<file path="src/rtl/rst_manager_if.sv">
// Reset manager request/status bundle.
// The reset manager itself uses the slave modport.
// Whoever raises requests and watches the domain resets uses the master modport.
interface rst_manager_if #(
  parameter int N_DOM = 2
);
  logic             ext_rst;     // asynchronous external request, active high
  logic             sw_rst_req;  // synchronous software request pulse
  logic [N_DOM-1:0] rst_out;     // per-domain resets, active high
  logic             rst_done;    // all domains released
  logic [1:0]       rst_cause;   // 00 POR, 01 ext, 10 sw

  modport master (
    output ext_rst, sw_rst_req,
    input  rst_out, rst_done, rst_cause
  );

  modport slave (
    input  ext_rst, sw_rst_req,
    output rst_out, rst_done, rst_cause
  );
endinterface

</file>
<file path="src/rtl/rst_manager.sv">
// Reset manager.
// After every reset source releases, all domains stay in reset for a stretch period.
// The domains are then released one by one, with STAGGER cycles between releases.
// Bit 0 is released first.
module rst_manager #(
  parameter int N_DOM   = 2,
  parameter int CNT_W   = 16,
  parameter int STRETCH = 16'hFFFF,
  parameter int STAGGER = 16
) (
  input  logic          clk,
  input  logic          rst_n,
  rst_manager_if.slave  bus
);

  // The index runs 0..N_DOM, so it needs room for N_DOM itself.
  localparam int IDX_W = $clog2(N_DOM + 1);
  localparam logic [CNT_W-1:0] STRETCH_C  = CNT_W'(STRETCH);
  localparam logic [CNT_W-1:0] STAGGER_M1 = CNT_W'(STAGGER - 1);
  localparam logic [IDX_W-1:0] LAST_IDX   = IDX_W'(N_DOM - 1);

  typedef enum logic [1:0] {
    HOLD = 2'd0,
    REL  = 2'd1,
    RUN  = 2'd2
  } state_t;

  state_t           state_reg, state_next;
  logic [CNT_W-1:0] scnt_reg, scnt_next;
  logic [CNT_W-1:0] gcnt_reg, gcnt_next;
  logic [IDX_W-1:0] idx_reg, idx_next;
  logic [N_DOM-1:0] rst_out_reg, rst_out_next;
  logic             done_reg, done_next;
  logic [1:0]       cause_reg, cause_next;
  logic             ext_meta_reg, ext_s_reg;
  logic [N_DOM-1:0] idx_onehot;
  logic             req_any;

  // Any accepted request source. The FSM only ever sees the synchronised ext_rst.
  assign req_any = ext_s_reg | bus.sw_rst_req;

  // Decode the domain index into a one-hot clear mask.
  genvar gi;
  generate
    for (gi = 0; gi < N_DOM; gi++) begin : g_onehot
      assign idx_onehot[gi] = (idx_reg == IDX_W'(gi));
    end
  endgenerate

  // Two-flop synchroniser for the asynchronous external reset button.
  always_ff @(posedge clk or negedge rst_n) begin
    if (!rst_n) begin
      ext_meta_reg <= 1'b0;
      ext_s_reg    <= 1'b0;
    end else begin
      ext_meta_reg <= bus.ext_rst;
      ext_s_reg    <= ext_meta_reg;
    end
  end

  // State and datapath registers.
  // rst_n asserts every domain reset immediately, without a clock edge.
  always_ff @(posedge clk or negedge rst_n) begin
    if (!rst_n) begin
      state_reg   <= HOLD;
      scnt_reg    <= STRETCH_C;
      gcnt_reg    <= '0;
      idx_reg     <= '0;
      rst_out_reg <= '1;
      done_reg    <= 1'b0;
      cause_reg   <= 2'b00;
    end else begin
      state_reg   <= state_next;
      scnt_reg    <= scnt_next;
      gcnt_reg    <= gcnt_next;
      idx_reg     <= idx_next;
      rst_out_reg <= rst_out_next;
      done_reg    <= done_next;
      cause_reg   <= cause_next;
    end
  end

  // Next-state logic: stretch in HOLD, stagger through REL, idle in RUN.
  always_comb begin
    state_next = state_reg;
    case (state_reg)
      HOLD: begin
        if (!req_any && scnt_reg == '0) begin
          state_next = (N_DOM > 1) ? REL : RUN;
        end
      end
      REL: begin
        if (req_any) begin
          state_next = HOLD;
        end else if (gcnt_reg == '0 && idx_reg == LAST_IDX) begin
          state_next = RUN;
        end
      end
      RUN: begin
        if (req_any) begin
          state_next = HOLD;
        end
      end
      default: state_next = HOLD;
    endcase
  end

  // Counter, domain-mask, done and cause updates that go with each state.
  always_comb begin
    scnt_next    = scnt_reg;
    gcnt_next    = gcnt_reg;
    idx_next     = idx_reg;
    rst_out_next = rst_out_reg;
    done_next    = done_reg;
    cause_next   = cause_reg;

    // ext wins when both sources request on the same cycle.
    if (ext_s_reg) begin
      cause_next = 2'b01;
    end else if (bus.sw_rst_req) begin
      cause_next = 2'b10;
    end

    case (state_reg)
      HOLD: begin
        rst_out_next = '1;
        done_next    = 1'b0;
        if (req_any) begin
          scnt_next = STRETCH_C;
        end else if (scnt_reg == '0) begin
          rst_out_next[0] = 1'b0;
          gcnt_next       = STAGGER_M1;
          idx_next        = IDX_W'(1);
          done_next       = (N_DOM == 1);
        end else begin
          scnt_next = scnt_reg - CNT_W'(1);
        end
      end
      REL: begin
        if (req_any) begin
          rst_out_next = '1;
          done_next    = 1'b0;
          scnt_next    = STRETCH_C;
        end else if (gcnt_reg == '0) begin
          // Only ever clears bits, so released domains cannot glitch high here.
          rst_out_next = rst_out_reg & ~idx_onehot;
          gcnt_next    = STAGGER_M1;
          idx_next     = idx_reg + IDX_W'(1);
          done_next    = (idx_reg == LAST_IDX);
        end else begin
          gcnt_next = gcnt_reg - CNT_W'(1);
        end
      end
      RUN: begin
        if (req_any) begin
          rst_out_next = '1;
          done_next    = 1'b0;
          scnt_next    = STRETCH_C;
        end
      end
      default: begin
        rst_out_next = '1;
        done_next    = 1'b0;
        scnt_next    = STRETCH_C;
      end
    endcase
  end

  // Outputs come straight from registers.
  always_comb begin
    bus.rst_out   = rst_out_reg;
    bus.rst_done  = done_reg;
    bus.rst_cause = cause_reg;
  end

endmodule

</file>
<file path="src/flat_wrapper.sv">
// flat-port wrapper written by rule: the top's interface ports become plain ports
module rst_manager_flat 
#(
  parameter int N_DOM   = 2,
  parameter int CNT_W   = 16,
  parameter int STRETCH = 16'hFFFF,
  parameter int STAGGER = 16
)
  (clk, rst_n, bus_ext_rst, bus_sw_rst_req, bus_rst_out, bus_rst_done, bus_rst_cause);
  rst_manager_if #(.N_DOM(N_DOM)) bus_i ();
  input  logic clk;
  input  logic rst_n;
  input wire logic [$bits(bus_i.ext_rst)-1:0] bus_ext_rst;
  input wire logic [$bits(bus_i.sw_rst_req)-1:0] bus_sw_rst_req;
  output wire logic [$bits(bus_i.rst_out)-1:0] bus_rst_out;
  output wire logic [$bits(bus_i.rst_done)-1:0] bus_rst_done;
  output wire logic [$bits(bus_i.rst_cause)-1:0] bus_rst_cause;
  assign bus_i.ext_rst = bus_ext_rst;
  assign bus_i.sw_rst_req = bus_sw_rst_req;
  assign bus_rst_out = bus_i.rst_out;
  assign bus_rst_done = bus_i.rst_done;
  assign bus_rst_cause = bus_i.rst_cause;
  rst_manager #(.N_DOM(N_DOM), .CNT_W(CNT_W), .STRETCH(STRETCH), .STAGGER(STAGGER)) u_core (.clk(clk), .rst_n(rst_n), .bus(bus_i));
endmodule
</file>
<file path="config.mk">
export PLATFORM = sky130hd
export DESIGN_NAME = rst_manager_flat
export DESIGN_NICKNAME = d
export VERILOG_FILES = /design/src/rtl/rst_manager_if.sv /design/src/rtl/rst_manager.sv /design/src/flat_wrapper.sv
export SDC_FILE = /design/constraint.sdc
export NUM_CORES = 1
export LEC_CHECK = 0
export CORE_ASPECT_RATIO = 1.4
export CORE_UTILIZATION = 55
export DETAILED_ROUTE_END_ITERATION = 8
export PLACE_DENSITY = 0.73
export SYNTH_ARGS = -nofsm -noshare
export SYNTH_HDL_FRONTEND = slang
export SYNTH_SLANG_ARGS = --single-unit
</file>
<file path="constraint.sdc">
create_clock -name clk -period 6.7 [get_ports clk]
set_clock_uncertainty 0.2 [all_clocks]
set_input_delay 0.67 -clock clk [delete_from_list [all_inputs] [get_ports clk]]
set_output_delay 0.67 -clock clk [all_outputs]
set_load 0.005 [all_outputs]
</file>
==> flow_summary.rst <==
.. list-table::
   :header-rows: 1

   * - Metric
     - Value
   * - Result of the run
     - finished clean
   * - Launch point of the worst path
     - u_core.scnt_reg[0]
   * - Number of sinks driven by the clock tree
     - between 40 and 50
   * - Hold Fails Final Rpt
     - 0
   * - Share of synthesized area occupied by flip-flops and latches
     - 44.0%
   * - Setup slack of the most critical reg-to-reg path
     - roughly 3.6 ns
   * - Top flip-flop cell by instance count after synthesis
     - dfrtp_1
   * - Number of buffers created by CTS
     - 5
   * - Root cell of the clock tree
     - clkbuf_8
   * - Post-detailed-route DRC marker count
     - 0
   * - GRT Overall Usage
     - between 20% and 30%
   * - Final Instance Area
     - 2690 um^2
   * - Number of enable-type register cells in the synthesized netlist
     - 0
   * - Max-capacitance violation count
     - 0
   * - Mean number of vias per cell
     - about 6.1
   * - Standard-cell rows
     - 28
   * - Initial detailed-routing violation count
     - 115
   * - Per-instance average area after synthesis
     - about 9.4 um^2
   * - Worst Reg-to-Reg Cells
     - 7
   * - Measured slew at the worst slew-check pin
     - 0.952 ns
   * - Post-cts sizing count
     - 0
   * - Flip-flop and latch count after synthesis
     - 43
   * - Critical path cell sequence
     - inv_1 -> ha_1 -> or3b_2 -> or4_4 -> o21ai_2 -> o21ai_0 -> a22o_1
   * - Maximum single-stage delay on the critical path
     - around 0.64 ns
   * - Core region area
     - 4270 um^2
   * - Max clock buf depth
     - 2
   * - Worst hold path depth
     - 0
   * - Die extent in y
     - 81.7 um
   * - Fin. max-slew vios
     - 0
   * - Post-layout total power
     - roughly 520 uW
   * - Initial antenna violation count
     - 0
   * - Diodes inserted
     - 0
   * - Switching power
     - ~120 uW
   * - Hold_buf cts
     - 0
   * - Area of the die
     - approximately 4800 um^2
   * - Power density relative to cell area
     - between 150 and 200 nW/um^2
   * - Syn Inst Count
     - 266
   * - Clock latency on the worst-skew pair
     - ~0.3 ns
   * - Count of fill cells added during filler insertion
     - just under 400
   * - Post-synthesis cell area
     - 2490 um^2
   * - Launching point of the worst reg2reg path
     - u_core.scnt_reg[0]
   * - First-pass detailed-route iteration total
     - 4
   * - Detail Placement HPWL
     - 3740 um
   * - Syn Nets
     - 279
   * - Clock group share of total power
     - about two fifths
   * - Crit path time final
     - a little over 3 ns
   * - Switching portion of total power
     - about a quarter
   * - Average routed wire per standard cell
     - around 16 um
   * - Critical-path cell with the highest stage delay
     - o21ai_2
   * - RR Endpoint
     - u_core.gcnt_reg[15]
   * - CP arrival
     - about 3.1 ns
   * - Achievable frequency
     - approximately 0.32 GHz
   * - Global-route wire length before repair
     - approximately 9000 um
   * - Final Routed Wirelength
     - between 5000 and 6000 um
   * - Effective utilization at floorplan
     - 58.4%
   * - Portion of total power attributed to sequential cells
     - roughly 53%
   * - Proportion of register bits with asynchronous set or reset after synthesis
     - 100%
   * - Cell Int Power
     - between 300 and 400 uW
   * - CTS clock-pin slew for the worst setup and hold paths
     - approximately 0.090 ns
   * - Number of port buffers
     - 8
   * - Cell area after placement
     - roughly 2600 um^2
   * - Count of pins on the block boundary
     - 9
   * - CP Capture Point
     - u_core.gcnt_reg[15]
   * - Kind of critical path
     - flip-flop to flip-flop
   * - Max_slew headroom
     - between 30 and 40%
   * - Crit path max fanout
     - 20
   * - Number of routed nets with antenna violations
     - 0
   * - Fin crit share
     - approximately 46%
   * - Largest net degree at the start of global routing
     - 44
   * - Crit start category
     - flip-flop
   * - Via count
     - between 2000 and 2500
   * - Post-CTS repair timing setup buffer count
     - 0
   * - Share of layout cells above drive strength 1
     - between 10% and 20%
   * - Static Leak
     - 1.08 nW
   * - Syn-to-layout area delta
     - 7.72%
   * - Power share of the combinational group
     - a little under 9%
   * - Register cell area after layout
     - about 1100 um^2
   * - Final weighted congestion of routability-driven global placement
     - around 0.79
   * - Floorplan die width
     - a little under 60 um
   * - # setup viols final
     - 0
   * - Vias in the first global route
     - approximately 2000
   * - Worst Hold Class
     - flip-flop to flip-flop
   * - Setup repair after global routing missed its margin
     - no
   * - TritonCTS clock tree
     - yes
   * - Residual overflow from global routing
     - 0
   * - Nature of the critical path endpoint
     - flip-flop
   * - Number of levels in the clock H-tree
     - 2
   * - Peak supply drop
     - between 100 and 150 uV
   * - Multi-input gate area in the final layout
     - 1280 um^2
   * - Setup total negative slack
     - 0 ns
   * - Number of different library cells in the post-synthesis netlist
     - between 50 and 60
   * - Synth Warn #
     - 0
   * - Final layout net count
     - 284
   * - Crit path required time
     - around 6.7 ns
## power groups by stage
stage               combinational, mW  clock (mW)  sequential (mW)
finish                         0.0451       0.200            0.271
detailed placement             0.0459           0            0.276
global placement               0.0455           0            0.275
floorplan                      0.0286           0            0.275
global route                   0.0525       0.216            0.272
CTS                            0.0461       0.207            0.271
## critical path, delay by kind of cell (launching register included)
family,cells,cell delay (ns)
flip-flops,1,0.40
AO/OA/AOI/OAI,3,1.13
AND/OR/NAND/NOR,2,0.98
buffers and inverters,1,0.08
adder cells (fa/ha/maj),1,0.18
## Yosys cell counts, types with 2 or more instances
library cell   n  area [um^2]
ha_1           9          113
dfrtp_1       25          626
nor3_1        23          115
or3_1          2         12.5
clkbuf_1       6         22.5
o21ai_1        2         10.0
nor4_1         8         50.1
a211oi_1       3         22.5
o22ai_1        2         12.5
a21o_1         3         22.5
a31oi_1        7         43.8
nand3_1        5         25.0
xnor2_1        2         17.5
o21a_1         3         22.5
a22o_1         8         70.1
or2_2          2         12.5
a21oi_1       17         85.1
or4_1          3         22.5
nand2_1       17         63.8
o31ai_1        4         30.0
or3b_2         4         35.0
o2bb2ai_1      3         26.3
o22a_1         2         17.5
nand4_1        2         12.5
nor4b_1        2         17.5
nor2_1        21         78.8
and3_1         5         31.3
o21ai_0       16         80.1
inv_1         13         48.8
or4_4          3         33.8
and2_1         4         25.0
dfstp_2       18          473
and4_1         3         26.3
a21boi_0       2         15.0
## kinds of logic (layout without fill, tap and decap cells)
logic type	count (synthesis)	count (layout)	synth area share [%]
and+or+nand+nor	108	108	24.6
AOI/OAI and AO/OA	81	81	21.6
DFF	43	43	44.0
buffers and inverters	23	29	4.51
adders and majority gates	9	9	4.51
xor gates and xnor gates	2	2	0.702
## cell usage in the layout, fill, tap and decap left out, types with 8 or more instances in the layout
master    n
nor4_1    8
a21oi_1  17
o21ai_0  16
nand2_1  17
a22o_1    8
dfstp_2  18
nor2_1   21
nor3_1   23
ha_1      9
dfrtp_1  25
inv_1    13
## routing by layer
metal	global-route usage (%)	wire length (um)
met1	27.3	2250
met2	45.7	2810
met3	3.15	84
met4	11.2	97
met5	0	0
## stage by stage
stage               util (%)  worst slack [ns]  cells  hold slack (ns)
floorplan                  -              4.24    266            0.131
global placement        60.4              3.46    324            0.131
detailed placement      60.4              3.40    324            0.143
CTS                     62.9              3.61    332            0.162
global route            62.9              3.39    332            0.179
finish                  62.9              3.61    332            0.161
## how the worst min path moves through the flow
stage	start	endpoint	slack (ns)
2_1_floorplan	u_core.ext_meta_reg	u_core.ext_s_reg	0.13
3_3_place_gp	u_core.ext_meta_reg	u_core.ext_s_reg	0.13
3_5_place_dp	u_core.ext_meta_reg	u_core.ext_s_reg	0.14
4_1_cts	u_core.ext_meta_reg	u_core.ext_s_reg	0.16
5_1_grt	u_core.ext_meta_reg	u_core.ext_s_reg	0.18
6_report	u_core.ext_meta_reg	u_core.ext_s_reg	0.16
## cell type report
type,instances,area share [%]
inverters,13,1.82
clock buffers,7,2.84
repair buffers,8,2.79
flip-flops and latches,43,40.9
well taps,60,2.79
clock inverters,1,1.12
multi-input cells,200,47.8
No activity file was read; power rests on OpenSTA's default activity.
